==> src/rtl/wb_pkg.sv <==
// Shared widths and the hold-buffer record for the GPR write-back path.
package wb_pkg;

  localparam int GPR_IDX_W = 5;
  localparam int XLEN      = 64;
  localparam int STARVE_W  = 4;
  localparam int GPR_NUM   = 1 << GPR_IDX_W;

  typedef struct packed {
    logic                 valid;
    logic [GPR_IDX_W-1:0] rd;
    logic [XLEN-1:0]      data;
  } wb_hold_t;

endpackage

==> src/rtl/gpr_scoreboard.sv <==
// Pending-destination vector: one set port, one clear port and two read ports.
// Register 0 is never pending. When set and clear hit the same index in one
// cycle, the set wins.
module gpr_scoreboard
  import wb_pkg::*;
(
  input  logic                 clk,
  input  logic                 rst_n,
  input  logic                 set_en,
  input  logic [GPR_IDX_W-1:0] set_idx,
  input  logic                 clr_en,
  input  logic [GPR_IDX_W-1:0] clr_idx,
  input  logic [GPR_IDX_W-1:0] rd_idx_a,
  input  logic [GPR_IDX_W-1:0] rd_idx_b,
  output logic                 rd_pend_a,
  output logic                 rd_pend_b,
  output logic [GPR_NUM-1:0]   pending_o
);

  logic [GPR_NUM-1:0] pending_q, pending_d;

  // Next pending vector: clear first so that a same-index set overrides it.
  always_comb begin
    pending_d = pending_q;
    if (clr_en) pending_d[clr_idx] = 1'b0;
    if (set_en) pending_d[set_idx] = 1'b1;
    pending_d[0] = 1'b0;
  end

  // Pending-vector register.
  always_ff @(posedge clk or negedge rst_n) begin
    if (!rst_n) pending_q <= '0;
    else        pending_q <= pending_d;
  end

  assign rd_pend_a = pending_q[rd_idx_a];
  assign rd_pend_b = pending_q[rd_idx_b];
  assign pending_o = pending_q;

endmodule

==> src/rtl/gpr_wb_arb.sv <==
// Shares the single GPR write port between the in-order LS stream and the
// out-of-band MDU result path. MDU results wait in a one-entry hold buffer;
// LS has priority until the held result has lost STARVE_MAX times in a row.
module gpr_wb_arb
  import wb_pkg::*;
#(
  parameter int STARVE_MAX = 4
) (
  input  logic                 clk,
  input  logic                 rst_n,
  input  logic                 mdu_issue_valid,
  input  logic [GPR_IDX_W-1:0] mdu_issue_rd,
  input  logic [GPR_IDX_W-1:0] rs1,
  input  logic [GPR_IDX_W-1:0] rs2,
  output logic                 rs1_busy,
  output logic                 rs2_busy,
  input  logic                 ls_valid,
  output logic                 ls_ready,
  input  logic                 ls_trap,
  input  logic                 ls_wen,
  input  logic [GPR_IDX_W-1:0] ls_rd,
  input  logic [XLEN-1:0]      ls_data,
  input  logic                 mdu_valid,
  output logic                 mdu_ready,
  input  logic [GPR_IDX_W-1:0] mdu_rd,
  input  logic [XLEN-1:0]      mdu_data,
  output logic                 gpr_wen,
  output logic [GPR_IDX_W-1:0] gpr_waddr,
  output logic [XLEN-1:0]      gpr_wdata
);

  wb_hold_t             hold_q, hold_d;
  logic [STARVE_W-1:0]  starve_cnt_q, starve_cnt_d;
  logic                 ls_req;
  logic                 forced;
  logic                 hold_drain;
  logic                 mdu_load;
  logic                 pend_a, pend_b;
  logic [GPR_NUM-1:0]   pending;

  // Arbitration: a non-writing LS op still takes the slot but leaves the port
  // free, so the held result drains whenever it is not contending.
  always_comb begin
    ls_req     = ls_valid && ls_wen && !ls_trap && (ls_rd != '0);
    forced     = hold_q.valid && (starve_cnt_q == STARVE_W'(STARVE_MAX));
    hold_drain = hold_q.valid && (!ls_req || forced);
    ls_ready   = !forced;
    mdu_ready  = !hold_q.valid;
    mdu_load   = mdu_valid && !hold_q.valid;
  end

  // Write port driven by the winner; a held rd==0 result drains silently.
  always_comb begin
    gpr_wen   = 1'b0;
    gpr_waddr = '0;
    gpr_wdata = '0;
    if (hold_drain) begin
      gpr_wen   = (hold_q.rd != '0);
      gpr_waddr = hold_q.rd;
      gpr_wdata = hold_q.data;
    end else if (ls_req) begin
      gpr_wen   = 1'b1;
      gpr_waddr = ls_rd;
      gpr_wdata = ls_data;
    end
  end

  // Next hold entry and consecutive-loss count.
  always_comb begin
    hold_d = hold_q;
    if (hold_drain) hold_d.valid = 1'b0;
    if (mdu_load) begin
      hold_d.valid = 1'b1;
      hold_d.rd    = mdu_rd;
      hold_d.data  = mdu_data;
    end
    if (!hold_q.valid || hold_drain) starve_cnt_d = '0;
    else                             starve_cnt_d = starve_cnt_q + 1'b1;
  end

  // Hold buffer and starvation counter registers.
  always_ff @(posedge clk or negedge rst_n) begin
    if (!rst_n) begin
      hold_q       <= '0;
      starve_cnt_q <= '0;
    end else begin
      hold_q       <= hold_d;
      starve_cnt_q <= starve_cnt_d;
    end
  end

  gpr_scoreboard u_sb (
    .clk       (clk),
    .rst_n     (rst_n),
    .set_en    (mdu_issue_valid),
    .set_idx   (mdu_issue_rd),
    .clr_en    (hold_drain),
    .clr_idx   (hold_q.rd),
    .rd_idx_a  (rs1),
    .rd_idx_b  (rs2),
    .rd_pend_a (pend_a),
    .rd_pend_b (pend_b),
    .pending_o (pending)
  );

  // A held result is already pending, but also flag it explicitly.
  always_comb begin
    rs1_busy = pend_a | (hold_q.valid && (hold_q.rd == rs1) && (rs1 != '0));
    rs2_busy = pend_b | (hold_q.valid && (hold_q.rd == rs2) && (rs2 != '0));
  end

  // IDU must never let LS write a register still owed an MDU result.
  a_no_waw: assert property (@(posedge clk) disable iff (!rst_n)
                             !(ls_req && pending[ls_rd]));

endmodule

==> config.mk <==
export PLATFORM = sky130hd
export DESIGN_NAME = gpr_wb_arb
export DESIGN_NICKNAME = d
export VERILOG_FILES = /design/src/rtl/wb_pkg.sv /design/src/rtl/gpr_scoreboard.sv /design/src/rtl/gpr_wb_arb.sv
export SDC_FILE = /design/constraint.sdc
export NUM_CORES = 1
export LEC_CHECK = 0
export CORE_MARGIN = 3
export CORE_UTILIZATION = 30
export DETAILED_ROUTE_END_ITERATION = 10
export PLACE_DENSITY_LB_ADDON = 0.05
export SLEW_MARGIN = 15
export SYNTH_ARGS = -nofsm -noshare
export SYNTH_HDL_FRONTEND = slang
export SYNTH_SLANG_ARGS = --single-unit
==> constraint.sdc <==
create_clock -name clk -period 1.8 [get_ports clk]
set_input_delay 0.18 -clock clk [delete_from_list [all_inputs] [get_ports clk]]
set_output_delay 0.18 -clock clk [all_outputs]
set_load 0.05 [all_outputs]
-- Yosys cells after proc, flatten, opt, wreduce, memory -nomap -nowiden
Index checks and enable logic that the tools add are counted.
- register bits: 105
- word-level logic and storage cells: 62
- output and inout port bits: 74
- bitwise operators: 5
- muxes and demuxes: 19
- equal/unequal tests: 3
- magnitude comparators: 6
- reduce and logical (&&, ||, !) cells: 23
- add/sub/neg operators: 1
- operators by type and width (kind ; number):
    two-way mux 64 bit ; 2
    two-way mux 70 bit ; 1
    two-way mux 32 bit ; 2
    AND 32 bit ; 1
    NOT 32 bit ; 1
    bitwise OR 32 bit ; 1
    < comparator 5 x 6 -> 1 bit (second input constant) ; 4
    nonzero test 5 bit ; 4
    logical AND 1 bit ; 12
    binary-select mux 1 bit (select 5 bit) ; 2
    demux 1 bit (select 5 bit) ; 2
    == test 5 bit ; 2
    >= comparator 5 x 1 -> 1 bit (second input constant) ; 2
    two-way mux 5 bit ; 2
    two-way mux 1 bit ; 7
    adder 4 x 1 -> 4 bit (second input constant) ; 1
    == test 4 x 3 -> 1 bit (second input constant) ; 1
    zero test 1 bit ; 4
    two-way mux 4 bit ; 1
    logical OR 1 bit ; 2
    bitwise OR 1 bit ; 2
    nonzero test 2 bit ; 1

-- Logic depth before layout (Yosys ltp)
- depth in word-level cells: 9
- gate-level depth with buffers: 8
- gate-level depth less buffers: 6

-- Cells and area by module
Synthesis repeated with hierarchy kept, for this count alone.
- cells, all modules: 607
- area, all modules: 6168.4 um^2
- modules (own cells, without submodules) (module ; seq. area each (um^2) ; area each (um^2) ; cells an instance ; instances):
    gpr_wb_arb ; 1851.8 ; 4311.6 ; 413 ; 1
    gpr_scoreboard ; 775.7 ; 1856.8 ; 194 ; 1

-- Least setup slack after synthesis
OpenSTA, ideal clock, no wires.
- path type: register to output
- start point: reg starve_cnt_q[0]
- end point: out gpr_waddr[1]
- data required time: 1.620 ns
- path slack: -1.288 ns
- path buffers: 1
- data arrival time: 2.908 ns
- stages on the path, launching flop included: 7
- cells stage by stage: dfrtp_1 inv_1 ha_1 nand4b_1 o211a_4 clkbuf_1 o21ai_0
- longest elaborated chain between the ends: 5
- RTL lines (what ; RTL line ; source):
    start: declaration ; gpr_wb_arb.sv:33 ; logic [STARVE_W-1:0] starve_cnt_q, starve_cnt_d;
    start signal: assignment ; gpr_wb_arb.sv:88 ; starve_cnt_q <= starve_cnt_d;
    == test 4 x 3 -> 1 bit ; gpr_wb_arb.sv:45 ; forced = hold_q.valid && (starve_cnt_q == STARVE_W'(STARVE_MAX));
    logical AND 1 bit ; gpr_wb_arb.sv:45 ;
    logical OR 1 bit ; gpr_wb_arb.sv:46 ; hold_drain = hold_q.valid && (!ls_req || forced);
    logical AND 1 bit ; gpr_wb_arb.sv:46 ;
    two-way mux 5 bit ; gpr_wb_arb.sv:57 ; if (hold_drain) begin
    end: declaration ; gpr_wb_arb.sv:28 ; output logic [GPR_IDX_W-1:0] gpr_waddr,
Every way passes these cells.

-- Worst setup path after layout
- start point: reg u_sb.pending_q[10] (netlist: u_sb.pending_o[10])
- end point: out rs1_busy
- longest elaborated chain between the ends: 3
- RTL lines (what ; RTL line ; source):
    start: declaration ; gpr_scoreboard.sv:20 ; logic [GPR_NUM-1:0] pending_q, pending_d;
    start signal: assignment ; gpr_scoreboard.sv:33 ; else pending_q <= pending_d;
    binary-select mux 1 bit (select 5 bit) ; gpr_scoreboard.sv:36 ; assign rd_pend_a = pending_q[rd_idx_a];
    two-way mux 1 bit (not written as such) ; gpr_scoreboard.sv:36 ;
    bitwise OR 1 bit ; gpr_wb_arb.sv:108 ; rs1_busy = pend_a | (hold_q.valid && (hold_q.rd == rs1) && (rs1 != '0));
    end: declaration ; gpr_wb_arb.sv:15 ; output logic rs1_busy,
Every way passes these cells. The select of a mux whose other input is x is not followed.

==> Flow_metrics.wiki <==
{| class="wikitable"
! Metric !! Value
|-
| Arrival time at the worst endpoint || 2.05 ns
|-
| DRC violations left || 0
|-
| Die Ht || 148 um
|-
| Library cell with the largest summed area after synthesis || dfrtp_1
|-
| Area growth from synthesis to layout || 102%
|-
| Storage cell area || 2630 sq um
|-
| Flip-flop and latch count after synthesis || 105
|-
| Post-synth net total || 782
|-
| Max rail drop VDD || 0.477 mV
|-
| Gate count after technology mapping || 620
|-
| Layout Nets || 1,073
|-
| Post-synth top area share || 43.5%
|-
| Element type at the critical path start || flip-flop
|-
| Number of global-route vias before repair || 6,769
|-
| Power density over the cells || 811 nW/um^2
|-
| Number of distinct library cell variants in the gate-level netlist after synthesis || 42
|-
| Clock tree from TritonCTS || done
|-
| Average cell area after synthesis || 9.74 sq um
|-
| Capturing element type of the critical path || output port
|-
| Worst min path class || input port to async pin
|-
| First-pass iteration count of the detailed router || 4
|-
| Deepest clock path buffer count || 2
|-
| Worst max-slew margin expressed relative to the limit || 66.4%
|-
| Layout Skew || 0.00744 ns
|-
| Overall overflow remaining after global route || 0
|-
| DP Wirelength || 16.7 mm
|-
| Top cells by count, synth || nand2_1, dfrtp_1, nand3_1, mux2_2, clkbuf_1
|-
| Largest net degree at the start of global routing || 40
|-
| Worst-Margin Slew || 0.505 ns
|-
| Setup repair after global routing missed its margin || true
|-
| Final cell utilization of the core || 62.4%
|-
| Fraction of final layout cells with drive strength greater than 1 || 52.0%
|-
| Post-synth EDFFs || 0
|-
| Filler instances || 1,524
|-
| Post-detailed-route via-to-cell ratio || 5.16
|-
| Width of the die || 148 um
|-
| Number of core rows || 51
|-
| Port bufs || 233
|-
| Leakage power || 0.00505 uW
|-
| Number of antenna violations at the first check in global routing || 2
|-
| Tmin final || 2.23 ns
|-
| Power after layout || 9910 uW
|-
| Worst-skew pair later-pin latency || 0.36 ns
|-
| Number of buffers created by CTS || 9
|-
| Path type of the worst setup path || flip-flop to output port
|-
| Failing checks || setup timing
|-
| Top achievable clock speed || 448 MHz
|-
| Depth of the CTS H-tree || 3
|-
| Area of the multi-input gates || 4670 sq um
|-
| Worst setup slack after layout || -0.434 ns
|-
| Total of max-cap violations || 0
|-
| 1st-iter DRT viols || 280
|-
| Leading cell types by total area after synthesis || dfrtp_1, mux2_2, nand2_1
|-
| Fraction of the cycle the final worst path needs || 124%
|-
| Via count || 6,093
|-
| Placer Congestion || 0.904
|-
| Number of I/O pins || 234
|-
| Per-cell routed wire length || 20.2 um
|-
| Setup violators final || 101
|-
| Initial standard-cell utilization of the core || 30.8%
|-
| Count of nets left with antenna violations after detail routing || 0
|-
| Critical Path RT || 1.62 ns
|-
| Run status || complete, but fails checks
|-
| Area of the mapped netlist || 6040 sq um
|-
| Share of the yosys chip area belonging to registers || 43.5%
|-
| Max-slew violation total from the final report || 0
|-
| Warnings, synthesis || 0
|-
| Prevailing post-synth register cell || dfrtp_1
|-
| Post-synthesis async set-or-reset flop share || 100%
|-
| Overall die area || 21,900 sq um
|-
| First-pass GRT wire length || 37.4 mm
|-
| Clk Tree Root Cell || clkbuf_16
|-
| Most used standard cell by instance count after synthesis || nand2_1
|-
| WL final || 23.8 mm
|-
| Clock transition at the registers of the reported paths || 0.07 ns
|-
| Area of the placeable core || 19,600 sq um
|-
| Tot GR Track Use || 21.8%
|-
| Critical path peak fanout || 3
|-
| Number of clock sinks || 105
|-
| Count of endpoints failing hold in the final timing report || 0
|}
[report_power, final]
group	internal [uW]	switching, uW
combinational	2310	2050
clock	1250	899
sequential	2870	541
[per-layer routing]
metal,wire (um),up-vias,share of wire (%),track usage (%)
met4,583,2,2.4,6.33
li1,-,2797,-,-
met1,9130,3012,38,25.8
met2,12400,238,52,38.3
met5,7,-,0.029,0
met3,1740,44,7.3,6.77
[timing repair]
| item | CTS | global route |
|---|---|---|
| buffers inserted | 24 | 6 |
| endpoints found under the setup margin | 100 | 105 |
| cloned | 14 | 3 |
| gates resized for setup | 99 | 95 |
| pin swaps | 34 | 57 |
| hold endpoints to repair | 27 | 0 |
| hold buffers | 1 | 0 |
[worst paths after layout]
check | end | start | slack [ns] | cells after the start
min in group clk | hold_q[58]$_DFFE_PN0P_ | mdu_data[58] | 0.43 | 2
max reg2reg | u_sb.pending_o[30]$_DFF_PN0_ | starve_cnt_q[1]$_DFF_PN0_ | -0.26 | 12
min | u_sb.pending_o[22]$_DFF_PN0_ | rst_n | 0.33 | 2
min reg2reg | hold_q[3]$_DFFE_PN0P_ | hold_q[3]$_DFFE_PN0P_ | 0.51 | 1
max in group asynchronous | hold_q[69]$_DFFE_PN0P_ | rst_n | 0.83 | 3
max | rs1_busy | u_sb.pending_o[10]$_DFF_PN0_ | -0.43 | 5
[cell usage in the layout, fill, tap and decap left out, types with 3 or more instances in the layout]
cell             synthesis  layout
buf_12                   0      90
buf_16                   0       3
and3b_1                  4       4
mux4_2                  10      10
a22o_1                  13      11
and3_1                   3       3
o2bb2ai_1               14      13
clkdlybuf4s50_1          0     153
nand3_1                 73      11
nor3_1                   4       4
buf_8                    0       3
nand4b_1                 3       3
mux2_2                  71      71
nand2_1                139      19
and2_1                   5       5
o21ai_1                  5       5
xnor2_1                  7       7
mux2i_1                 16      16
nand4_1                 23      23
buf_4                    3      60
dfrtp_1                105     104
nor2_1                   5       5
nand3_4                  0      34
nand3_2                  0      28
xor2_1                   5       5
o41ai_2                  1       3
nand2_4                  0      81
nand2_8                  0       9
clkbuf_16                0      12
nand2_2                  0      30
dlygate4sd2_1            0       5
nand3b_1                 5       5
nor3b_1                  7       7
inv_1                   12      10
buf_6                    1      15
nor2b_1                 10       9
o41ai_4                  0       3
[state kept, by name, summed over array words and instances (netlist names)]
| register | cells |
|---|---|
| starve_cnt_q | 4 |
| hold_q | 70 |
| u_sb.pending_o | 31 |
[final cells by class]
cell class / instances / area share (%)
Antenna cell: 1 / 0.0205
Clock buffer: 10 / 1.95
Clock inverter: 5 / 0.655
Inverter: 12 / 0.368
Multi-Input combinational cell: 449 / 38.2
Sequential cell: 105 / 21.5
Tap cell: 265 / 2.71
Timing Repair Buffer: 334 / 34.5
[worst max-delay path, stage by stage, from the launching register on]
cell and delay (ns):
dfrtp_1 0.45, mux4_2 0.49, a221oi_2 0.28, o31ai_1 0.10, a22o_2 0.22, buf_6 0.15
[per-stage QoR]
stage	hold slack (ns)	worst slack [ns]	cell area [sq um]	cells	setup TNS (ns)
floorplan	-0.116	-0.520	6890	620	-42.61
global placement	0.159	-0.550	10500	1129	-49.05
detailed placement	0.159	-0.567	10500	1129	-50.85
CTS	0.339	-0.477	11900	1182	-38.55
global route	0.375	-0.526	12200	1181	-44.40
finish	0.330	-0.434	12200	1181	-32.81
[cells by family after synthesis]
group	after synthesis	share of synthesized area, %
AOI/OAI and AO/OA	53	7.46
xor gates and xnor gates	12	1.74
adders and majority gates	2	0.414
buffers and inverters	67	4.74
DFF	105	43.5
muxes	97	19.6
and+or+nand+nor	284	22.5
Power figures use the tool's default switching activity.
